### config.mk
export PLATFORM = sky130hd
export DESIGN_NAME = bus_arbiter_param
export DESIGN_NICKNAME = d
export VERILOG_FILES = /design/src/rtl/bus_arbiter_param.sv
export SDC_FILE = /design/constraint.sdc
export NUM_CORES = 1
export LEC_CHECK = 0
export ABC_AREA = 0
export BUFFER_PORTS_ARGS = -buffer_cell sky130_fd_sc_hd__buf_2
export CAP_MARGIN = 15
export CORE_UTILIZATION = 60
export DETAILED_ROUTE_END_ITERATION = 10
export HOLD_SLACK_MARGIN = 0.06
export PLACE_DENSITY = 0.92
export SLEW_MARGIN = 15
export SYNTH_ARGS = -nofsm -noshare
export SYNTH_HDL_FRONTEND = slang
export SYNTH_SLANG_ARGS = --single-unit
### constraint.sdc
create_clock -name clk -period 7.8 [get_ports clk]
set_clock_uncertainty 0.1 [all_clocks]
set_input_delay 1.95 -clock clk [delete_from_list [all_inputs] [get_ports clk]]
set_output_delay 1.95 -clock clk [all_outputs]
set_load 0.02 [all_outputs]
### src/rtl/bus_arbiter_param.sv
// N-master bus arbiter (round-robin or fixed priority); grant held until trans_done, withdrawal or watchdog.
// Latency: grant one cycle after request; no backpressure, one IDLE turnaround cycle between grants.
`timescale 1ns/1ps
module bus_arbiter_param #(
   parameter int N_MASTERS = 4,
   parameter int N_SLAVES  = 3,
   parameter int SLAVE_LEN = 2,
   parameter int RR_MODE   = 1,
   parameter int TIMEOUT   = 255
) (
   input  logic                             clk,
   input  logic                             reset,
   input  logic [N_MASTERS-1:0]             m_request,
   input  logic [N_MASTERS*SLAVE_LEN-1:0]   m_slave_sel,
   input  logic                             trans_done,
   output logic [N_MASTERS-1:0]             m_grant,
   output logic [$clog2(N_MASTERS)-1:0]     grant_idx,
   output logic [SLAVE_LEN-1:0]             slave_sel_out,
   output logic                             arbiter_busy,
   output logic                             bus_busy,
   output logic                             sel_err,
   output logic                             timeout
);

   localparam int IDX_W  = $clog2(N_MASTERS);
   localparam int WDOG_W = (TIMEOUT > 0) ? $clog2(TIMEOUT + 1) : 1;
   localparam logic [WDOG_W-1:0] WDOG_LAST = WDOG_W'((TIMEOUT > 0) ? TIMEOUT - 1 : 0);
   localparam logic [WDOG_W-1:0] WDOG_MAX  = '1;
   localparam logic [N_MASTERS-1:0] ONE_HOT0 = N_MASTERS'(1);

   typedef enum logic [1:0] {
      S_IDLE    = 2'd0,
      S_GRANT   = 2'd1,
      S_BUSY    = 2'd2,
      S_RELEASE = 2'd3
   } state_t;

   state_t                 state_q, state_d;
   logic [N_MASTERS-1:0]   grant_q, grant_d;
   logic [IDX_W-1:0]       win_q, win_d;
   logic [IDX_W-1:0]       idx_q, idx_d;
   logic [SLAVE_LEN-1:0]   sel_q, sel_d;
   logic [IDX_W-1:0]       rr_ptr_q, rr_ptr_d;
   logic [WDOG_W-1:0]      wdog_q, wdog_d;
   logic                   sel_err_q, sel_err_d;
   logic                   timeout_q, timeout_d;

   logic [N_MASTERS-1:0]   elig;
   logic                   found;
   logic [IDX_W-1:0]       pick;
   logic [SLAVE_LEN-1:0]   pick_sel;
   logic [IDX_W-1:0]       base;
   logic [IDX_W-1:0]       cand;
   logic                   wdog_expired;
   int                     j;

   always_comb begin
      elig = '0;
      for (int i = 0; i < N_MASTERS; i++) begin
         elig[i] = m_request[i] && (int'(m_slave_sel[i*SLAVE_LEN +: SLAVE_LEN]) < N_SLAVES);
      end
   end

   // Scan starts at rr_ptr in round-robin mode, at master 0 in fixed-priority mode.
   always_comb begin
      base     = (RR_MODE != 0) ? rr_ptr_q : '0;
      found    = 1'b0;
      pick     = '0;
      pick_sel = '0;
      cand     = '0;
      j        = 0;
      for (int k = 0; k < N_MASTERS; k++) begin
         j = int'(base) + k;
         if (j >= N_MASTERS) begin
            j = j - N_MASTERS;
         end
         cand = IDX_W'(j);
         if (!found && elig[cand]) begin
            found    = 1'b1;
            pick     = cand;
            pick_sel = m_slave_sel[j*SLAVE_LEN +: SLAVE_LEN];
         end
      end
   end

   assign wdog_expired = (TIMEOUT != 0) && (wdog_q == WDOG_LAST);

   always_comb begin
      state_d   = state_q;
      grant_d   = grant_q;
      win_d     = win_q;
      idx_d     = idx_q;
      sel_d     = sel_q;
      rr_ptr_d  = rr_ptr_q;
      wdog_d    = wdog_q;
      sel_err_d = 1'b0;
      timeout_d = 1'b0;
      case (state_q)
         S_IDLE: begin
            if (found) begin
               state_d = S_GRANT;
               grant_d = ONE_HOT0 << pick;
               win_d   = pick;
               idx_d   = pick;
               sel_d   = pick_sel;
            end else if (|m_request) begin
               sel_err_d = 1'b1;
            end
         end
         S_GRANT: begin
            wdog_d = '0;
            if (!m_request[win_q]) begin
               state_d = S_RELEASE;
               grant_d = '0;
               idx_d   = '0;
            end else begin
               state_d = S_BUSY;
            end
         end
         S_BUSY: begin
            if (wdog_q != WDOG_MAX) begin
               wdog_d = wdog_q + WDOG_W'(1);
            end
            // trans_done wins over a coincident watchdog expiry.
            if (trans_done || !m_request[win_q]) begin
               state_d = S_RELEASE;
               grant_d = '0;
               idx_d   = '0;
            end else if (wdog_expired) begin
               state_d   = S_RELEASE;
               grant_d   = '0;
               idx_d     = '0;
               timeout_d = 1'b1;
            end
         end
         S_RELEASE: begin
            state_d = S_IDLE;
            if (RR_MODE != 0) begin
               rr_ptr_d = (win_q == IDX_W'(N_MASTERS - 1)) ? '0 : win_q + IDX_W'(1);
            end
         end
         default: begin
            state_d = S_IDLE;
            grant_d = '0;
            idx_d   = '0;
         end
      endcase
   end

   always_ff @(posedge clk or posedge reset) begin
      if (reset) begin
         state_q   <= S_IDLE;
         grant_q   <= '0;
         win_q     <= '0;
         idx_q     <= '0;
         sel_q     <= '0;
         rr_ptr_q  <= '0;
         wdog_q    <= '0;
         sel_err_q <= 1'b0;
         timeout_q <= 1'b0;
      end else begin
         state_q   <= state_d;
         grant_q   <= grant_d;
         win_q     <= win_d;
         idx_q     <= idx_d;
         sel_q     <= sel_d;
         rr_ptr_q  <= rr_ptr_d;
         wdog_q    <= wdog_d;
         sel_err_q <= sel_err_d;
         timeout_q <= timeout_d;
      end
   end

   assign m_grant       = grant_q;
   assign grant_idx     = idx_q;
   assign slave_sel_out = sel_q;
   assign arbiter_busy  = (state_q != S_IDLE);
   assign bus_busy      = (state_q == S_BUSY);
   assign sel_err       = sel_err_q;
   assign timeout       = timeout_q;

endmodule

== Word level (Yosys, flattened, before mapping) ==
Index checks and enable logic that the tools add are counted.
Operators by class
  add/sub/neg operators: 9
  magnitude comparators: 13
  eq/ne operators: 10
  shifts and indexed selects: 5
  muxes and demuxes: 50
  reduce and logical (&&, ||, !) cells: 21
Operators with widths (number)
  8-bit by 32-bit indexed part select with 2-bit output: 4
  31-bit 2-to-1 mux: 4
  2-bit 2-to-1 mux: 16
  1-bit 2-to-1 mux: 16
  4-bit 2-to-1 mux: 4
  8-bit case mux with 2 select lines: 1
  2-bit by 3-bit less-than comparator with 1-bit output, second input constant: 5
  4-bit case mux with 3 select lines: 1
  3-bit by 3-bit subtractor with 4-bit output, second input constant: 3
  1-bit binary-select mux with 2-bit select: 5
  3-bit greater-or-equal comparator, second input constant: 3
  8-bit by 1-bit adder with 8-bit output, second input constant: 1
  8-bit == test, second input constant: 1
  2-bit less-than comparator, second input constant: 4
  8-bit 2-to-1 mux: 1
  8-bit != test, second input constant: 1
  2-bit case mux with 4 select lines: 1
  1-bit logical AND: 7
  2-bit by 2-bit adder with 3-bit output, second input constant: 2
  2-bit == test, second input constant: 3
  2-bit case mux with 3 select lines: 1
  2-bit AND reduction: 3
  1-bit zero test: 4
  2-bit != test, second input constant: 2
  other kinds (14): 15
Storage, ports and cells
  bits in registers: 24
  bits of input ports: 15
  output and inout port bits: 12
  logic and storage cells: 117

== Longest topological paths before layout ==
  depth after elaboration: 17
  gate-level depth with buffers: 10

== Worst setup path before layout ==
OpenSTA, ideal clock, no wires.
  path type: in2reg
  from: input port m_request[0]
  to: register grant_q[1], in the netlist m_grant[1]
  setup time: 0.092 ns
  arrival time: 3.491 ns
  data required time: 7.608 ns
  setup slack: 4.118 ns
  stages on the path: 6
  path buffers: 0
  path through: a21bo_2 > mux4_2 > o32ai_2 > nor3_2 > or2_4 > o31ai_2
Between the ends
  longest elaborated chain between the ends: 16
  elaborated cells on any way between the ends: 35
  those cells by class: eq/ne (3); shift (1); mux (21); reduce/logical (10)
RTL lines
  from (decl): line 13  | input logic [N_MASTERS-1:0] m_request,
  1-bit logical AND: line 60  | elig[i] = m_request[i] && (int'(m_slave_sel[i*SLAVE_LEN +: SLAVE_LEN]) < N_SLAVES);
  1-bit binary-select mux with 2-bit select: line 78  | if (!found && elig[cand]) begin
  1-bit 2-to-1 mux (not written as such): line 78
  1-bit 2-to-1 mux: line 78
  1-bit zero test: line 78
  1-bit logical AND: line 78
  1-bit 2-to-1 mux: line 78
  1-bit zero test: line 78
  1-bit logical AND: line 78
  1-bit 2-to-1 mux: line 78
  1-bit zero test: line 78
  1-bit logical AND: line 78
  2-bit 2-to-1 mux: line 78
  1-bit by 2-bit << shifter with 4-bit output: line 102  | grant_d = ONE_HOT0 << pick;
  4-bit 2-to-1 mux: line 100  | if (found) begin
  4-bit case mux with 3 select lines: line 98  | case (state_q)
  to (signal assigned): line 163  | grant_q <= grant_d;
  to (decl): line 39  | logic [N_MASTERS-1:0] grant_q, grant_d;
Parallel ways exist; a longest one is shown, timed or not. The select of a mux whose other input is x is not followed.
A chain may end at the register's enable or synchronous reset.

== Final worst setup path ==
  from: register rr_ptr_q[0], in the netlist base[0]
  to: register grant_q[2], in the netlist m_grant[2]
Between the ends
  longest elaborated chain between the ends: 17
  elaborated cells on any way between the ends: 42
  those cells by class: add/sub (7); order compare (4); eq/ne (1); shift (1); mux (22); reduce/logical (7)
RTL lines
  from (decl): line 43  | logic [IDX_W-1:0] rr_ptr_q, rr_ptr_d;
  from (signal assigned): line 167  | rr_ptr_q <= rr_ptr_d;
  parallel branches: the longest is 17 deep, another holds 3-bit by 3-bit subtractor with 4-bit output
Several ways; the timed one is not identified. The select of a mux whose other input is x is not followed.

==> tab_implementation.tex <==
\begin{tabular}{lr}
\hline
Metric & Value \\
\hline
\multicolumn{2}{l}{\textbf{Outcome}} \\
\quad Status & finished, violations left \\
\quad Failing checks & design-rule violations \\
\multicolumn{2}{l}{\textbf{Placement}} \\
\quad Post-placement cell area & 0.001987 sq mm \\
\quad Count of port buffers added during placement & 26 \\
\quad Placed wire-length estimate & 3160 um \\
\quad Final Wtd Congestion & 0.9208 \\
\quad Number of placed instances with taps included & 241 \\
\multicolumn{2}{l}{\textbf{Pwr}} \\
\quad Total power per unit cell area & between 300 and 400 mW/mm\^{}2 \\
\quad Standby leakage power & 0.8938 nW \\
\quad Peak VDD IR & 0.2452 mV \\
\multicolumn{2}{l}{\textbf{Synthesis}} \\
\quad Fraction of the yosys area taken by sequential cells & 32.41\% \\
\quad Synth Flop Type & sky130\_fd\_sc\_hd\_\_dfrtp\_1 \\
\quad Synth Cell Area & between 0.0015 and 0.002 sq mm \\
\quad Count of flip-flops with a built-in enable after synthesis & 0 \\
\quad Number of nets produced by synthesis & 214 \\
\quad Cell taking the most area after synthesis & sky130\_fd\_sc\_hd\_\_dfrtp\_1 \\
\quad Mean instance size in the synthesized netlist & 9.804 sq um \\
\quad Most used standard cells in the synthesized netlist & sky130\_fd\_sc\_hd\_\_dfrtp\_1 (24), sky130\_fd\_sc\_hd\_\_nand2\_1 (24), sky130\_fd\_sc\_hd\_\_o21ai\_0 (20) \\
\quad Warnings from Yosys & 0 \\
\quad Number of instances in the synthesized netlist & around 190 \\
\quad Fraction of registers with async set/reset & 100.0\% \\
\quad Synth area leaders & sky130\_fd\_sc\_hd\_\_dfrtp\_1 (32\%), sky130\_fd\_sc\_hd\_\_mux4\_2 (11\%), sky130\_fd\_sc\_hd\_\_ha\_1 (6.8\%) \\
\quad Synth unique cells & 49 \\
\quad Share of the synthesized area in the top cell type & 32.41\% \\
\quad Synth Register Bits & 24 \\
\multicolumn{2}{l}{\textbf{Cells and area}} \\
\quad Final non-filler cell area & 0.002009 sq mm \\
\quad Non-filler instance count after layout & 244 \\
\quad Number of inserted filler cells in the final layout & 221 \\
\quad Area used by multi-input combinational logic & 0.001165 sq mm \\
\quad Diodes inserted & 0 \\
\quad Layout-stage area growth over the synthesis result & 8.440\% \\
\quad Share of layout cells above drive strength 1 & 24.41\% \\
\quad Sequential standard cell area & 600.6 sq um \\
\quad Count of nets after finishing & 240 \\
\multicolumn{2}{l}{\textbf{Worst hold path}} \\
\quad Worst min path class & flip-flop to flip-flop \\
\quad Hold Path Origin & grant\_idx[0] \\
\quad Hold Crit Endpoint & grant\_idx[0] \\
\quad Cell count of the worst hold path & 2 \\
\multicolumn{2}{l}{\textbf{Setup path}} \\
\quad Reg-to-reg critical path endpoint & m\_grant[2] \\
\quad Worst Path Required & 7.93 ns \\
\quad Worst path slowest cell & sky130\_fd\_sc\_hd\_\_dfrtp\_1 \\
\quad Worst setup EP type & flip-flop \\
\quad Reg-to-Reg Start & base[0] \\
\quad Chain of cells forming the critical path & inv\_1 > ha\_1 > mux4\_2 > a211oi\_2 > a31oi\_1 > a21o\_1 > o31ai\_1 \\
\quad Setup slack on the worst flop-to-flop path & 4.08 ns \\
\quad CP peak stage delay & 0.90 ns \\
\quad Cells on worst reg2reg path & 7 \\
\quad Arrival time at the worst endpoint & 3.85 ns \\
\quad Max Fanout on Critical Path & 21 \\
\quad Kind of start point of the critical path & flip-flop \\
\quad Class of the most critical setup path & flip-flop to flip-flop \\
\multicolumn{2}{l}{\textbf{Global routing}} \\
\quad Overflow left after global routing & 0 \\
\quad Largest net degree at the start of global routing & 25 \\
\quad Overall track demand over capacity in global routing & a little over a quarter \\
\quad Number of antenna violations at the first check in global routing & 0 \\
\quad Global-route wire length before repair & 6955 um \\
\quad Number of global-route vias before repair & 1505 \\
\multicolumn{2}{l}{\textbf{Floorplanning}} \\
\quad Die ar. & roughly 0.0033 sq mm \\
\quad Count of pins on the block boundary & 27 \\
\quad Placement row count & 19 \\
\quad Die boundary height & 57.58 um \\
\quad Die extent in x & 57.58 um \\
\quad Initial cell density of the core & 65.50\% \\
\quad Area inside the core boundary & 0.002829 sq mm \\
\multicolumn{2}{l}{\textbf{Clock network}} \\
\quad \# resized after CTS & 0 \\
\quad Clock tree root driver cell & sky130\_fd\_sc\_hd\_\_clkbuf\_4 \\
\quad Sink count of the clock tree & 24 \\
\quad CTS tree & built \\
\quad Number of hold buffers added after CTS & 0 \\
\quad Max clock buf depth & 2 \\
\quad Clk pin slew, worst setup/hold paths & approximately 0.12 ns \\
\quad H-tree Lvls & 1 \\
\quad Worst skew pair latency & $\sim$0.32 ns \\
\quad Post-CTS Repair Setup Buffers & 0 \\
\quad Number of buffers created by CTS & 3 \\
\multicolumn{2}{l}{\textbf{STA}} \\
\quad Slew at the pin closest to its max-slew limit & 0.8650 ns \\
\quad Final setup vio count & 0 \\
\quad Unrepaired setup endpoints after global routing & false \\
\quad Setup\_tns & 0 ns \\
\quad Final hold violations & 0 \\
\quad Max Transition Viols Final & 0 \\
\quad Worst max-slew margin expressed relative to the limit & between 40\% and 50\% \\
\quad Final period utilization & 47.69\% \\
\quad Fmax achieved & 268.8 MHz \\
\quad Minimum period implied by the final worst setup slack & 3.720 ns \\
\multicolumn{2}{l}{\textbf{Detailed routing}} \\
\quad DRC violation count after routing & 3 \\
\quad Remaining number of nets flagged by the antenna check after routing & 0 \\
\quad Via density & 6.619 \\
\quad Detailed-route wire length per cell & around 17 um \\
\quad Count of TritonRoute iterations in the first routing pass & 7 \\
\quad DRT Wirelength & around 4100 um \\
\quad Via count & 1615 \\
\quad Starting DRT DRC Count & 101 \\
\multicolumn{2}{l}{\textbf{Job}} \\
\quad Max\_cap viols & 0 \\
\hline
\end{tabular}
-- cells by family after synthesis --
| family | share of synthesized area, % |
|---|---|
| and+or+nand+nor | 17.83 |
| AOI/OAI and AO/OA | 22.35 |
| DFF | 32.41 |
| buffers and inverters | 4.726 |
| muxes | 14.99 |
| adders and majority gates | 6.752 |
| xor gates and xnor gates | 0.9455 |
-- worst max-delay path: cells and delay by family (launching register included) --
family | cells | cell delay (ns)
buf+inv | 1 | 0.41
fa+ha+maj | 1 | 0.71
flops | 1 | 0.90
compound gates | 4 | 0.90
mux | 1 | 0.59
-- power by group --
part           switching [W]  internal (W)
clock network      0.0000356     0.0000181
registers          0.0000555      0.000161
logic               0.000263      0.000198
-- metrics by stage --
step / utilization (%) / hold WS [ns] / power [W] / setup WS (ns)
4_1_cts: 71.03 / 0.4008 / 0.0007264 / 4.113
3_5_place_dp: 70.23 / 0.3739 / 0.0006739 / 3.848
5_1_grt: 71.03 / 0.4140 / 0.0007912 / 3.833
3_3_place_gp: 70.23 / 0.3562 / 0.0006567 / 3.874
2_1_floorplan: - / 0.3785 / 0.0005781 / 4.118
6_report: 71.03 / 0.3952 / 0.0007309 / 4.080
-- metal layers --
layer	wire, um	GRT usage [%]
met4	63	10.10
met5	0	0
met3	228	2.041
met2	2002	46.35
met1	1780	37.26
-- placed cells by master (no fill, tap or decap), types with 2 or more instances in the layout --
cell / netlist / final
sky130_fd_sc_hd__mux2_2: 2 / 2
sky130_fd_sc_hd__and3_1: 2 / 2
sky130_fd_sc_hd__a21oi_1: 6 / 6
sky130_fd_sc_hd__nor2_1: 12 / 12
sky130_fd_sc_hd__and4_1: 2 / 2
sky130_fd_sc_hd__nor2b_1: 2 / 2
sky130_fd_sc_hd__nand2b_1: 2 / 2
sky130_fd_sc_hd__inv_1: 12 / 12
sky130_fd_sc_hd__mux4_2: 9 / 9
sky130_fd_sc_hd__nand4_1: 2 / 2
sky130_fd_sc_hd__nor4_1: 2 / 2
sky130_fd_sc_hd__clkbuf_4: 0 / 3
sky130_fd_sc_hd__o21ai_0: 20 / 20
sky130_fd_sc_hd__o221ai_1: 3 / 3
sky130_fd_sc_hd__a311oi_1: 3 / 3
sky130_fd_sc_hd__a21boi_0: 4 / 4
sky130_fd_sc_hd__o31ai_1: 3 / 3
sky130_fd_sc_hd__nor4b_1: 2 / 2
sky130_fd_sc_hd__dfrtp_1: 24 / 24
sky130_fd_sc_hd__nand3_1: 9 / 9
sky130_fd_sc_hd__buf_2: 1 / 26
sky130_fd_sc_hd__ha_1: 10 / 10
sky130_fd_sc_hd__nand2_1: 24 / 24
sky130_fd_sc_hd__a21bo_2: 2 / 2
sky130_fd_sc_hd__a31oi_1: 2 / 2
sky130_fd_sc_hd__mux4_1: 2 / 2
sky130_fd_sc_hd__o31ai_2: 2 / 2
-- state kept, by name (all words and copies together), names as in the netlist --
register,cells
timeout,1
slave_sel_out,2
sel_err,1
base,2
win_q,2
wdog_q,8
grant_idx,2
m_grant,4
state_q,2
-- worst max-delay path by stage --
| stage | to | startpoint | depth (start not counted) |
|---|---|---|---|
| 6_report | m_grant[2] | base[0] | 7 |
| 5_1_grt | grant_idx[1] | base[0] | 7 |
| 4_1_cts | m_grant[2] | base[0] | 7 |
| 3_5_place_dp | m_grant[3] | m_slave_sel[5] | 7 |
| 3_3_place_gp | m_grant[3] | m_slave_sel[5] | 7 |
| 2_1_floorplan | m_grant[1] | m_request[0] | 6 |
-- final cells by class --
cell class | instances | area share [%]
Tap cell | 31 | 1.930
Sequential cell | 24 | 29.89
Timing Repair Buffer | 27 | 6.849
Multi-Input combinational cell | 147 | 57.97
Inverter | 12 | 2.242
Clock buffer | 3 | 1.121
Power figures use the tool's default switching activity.
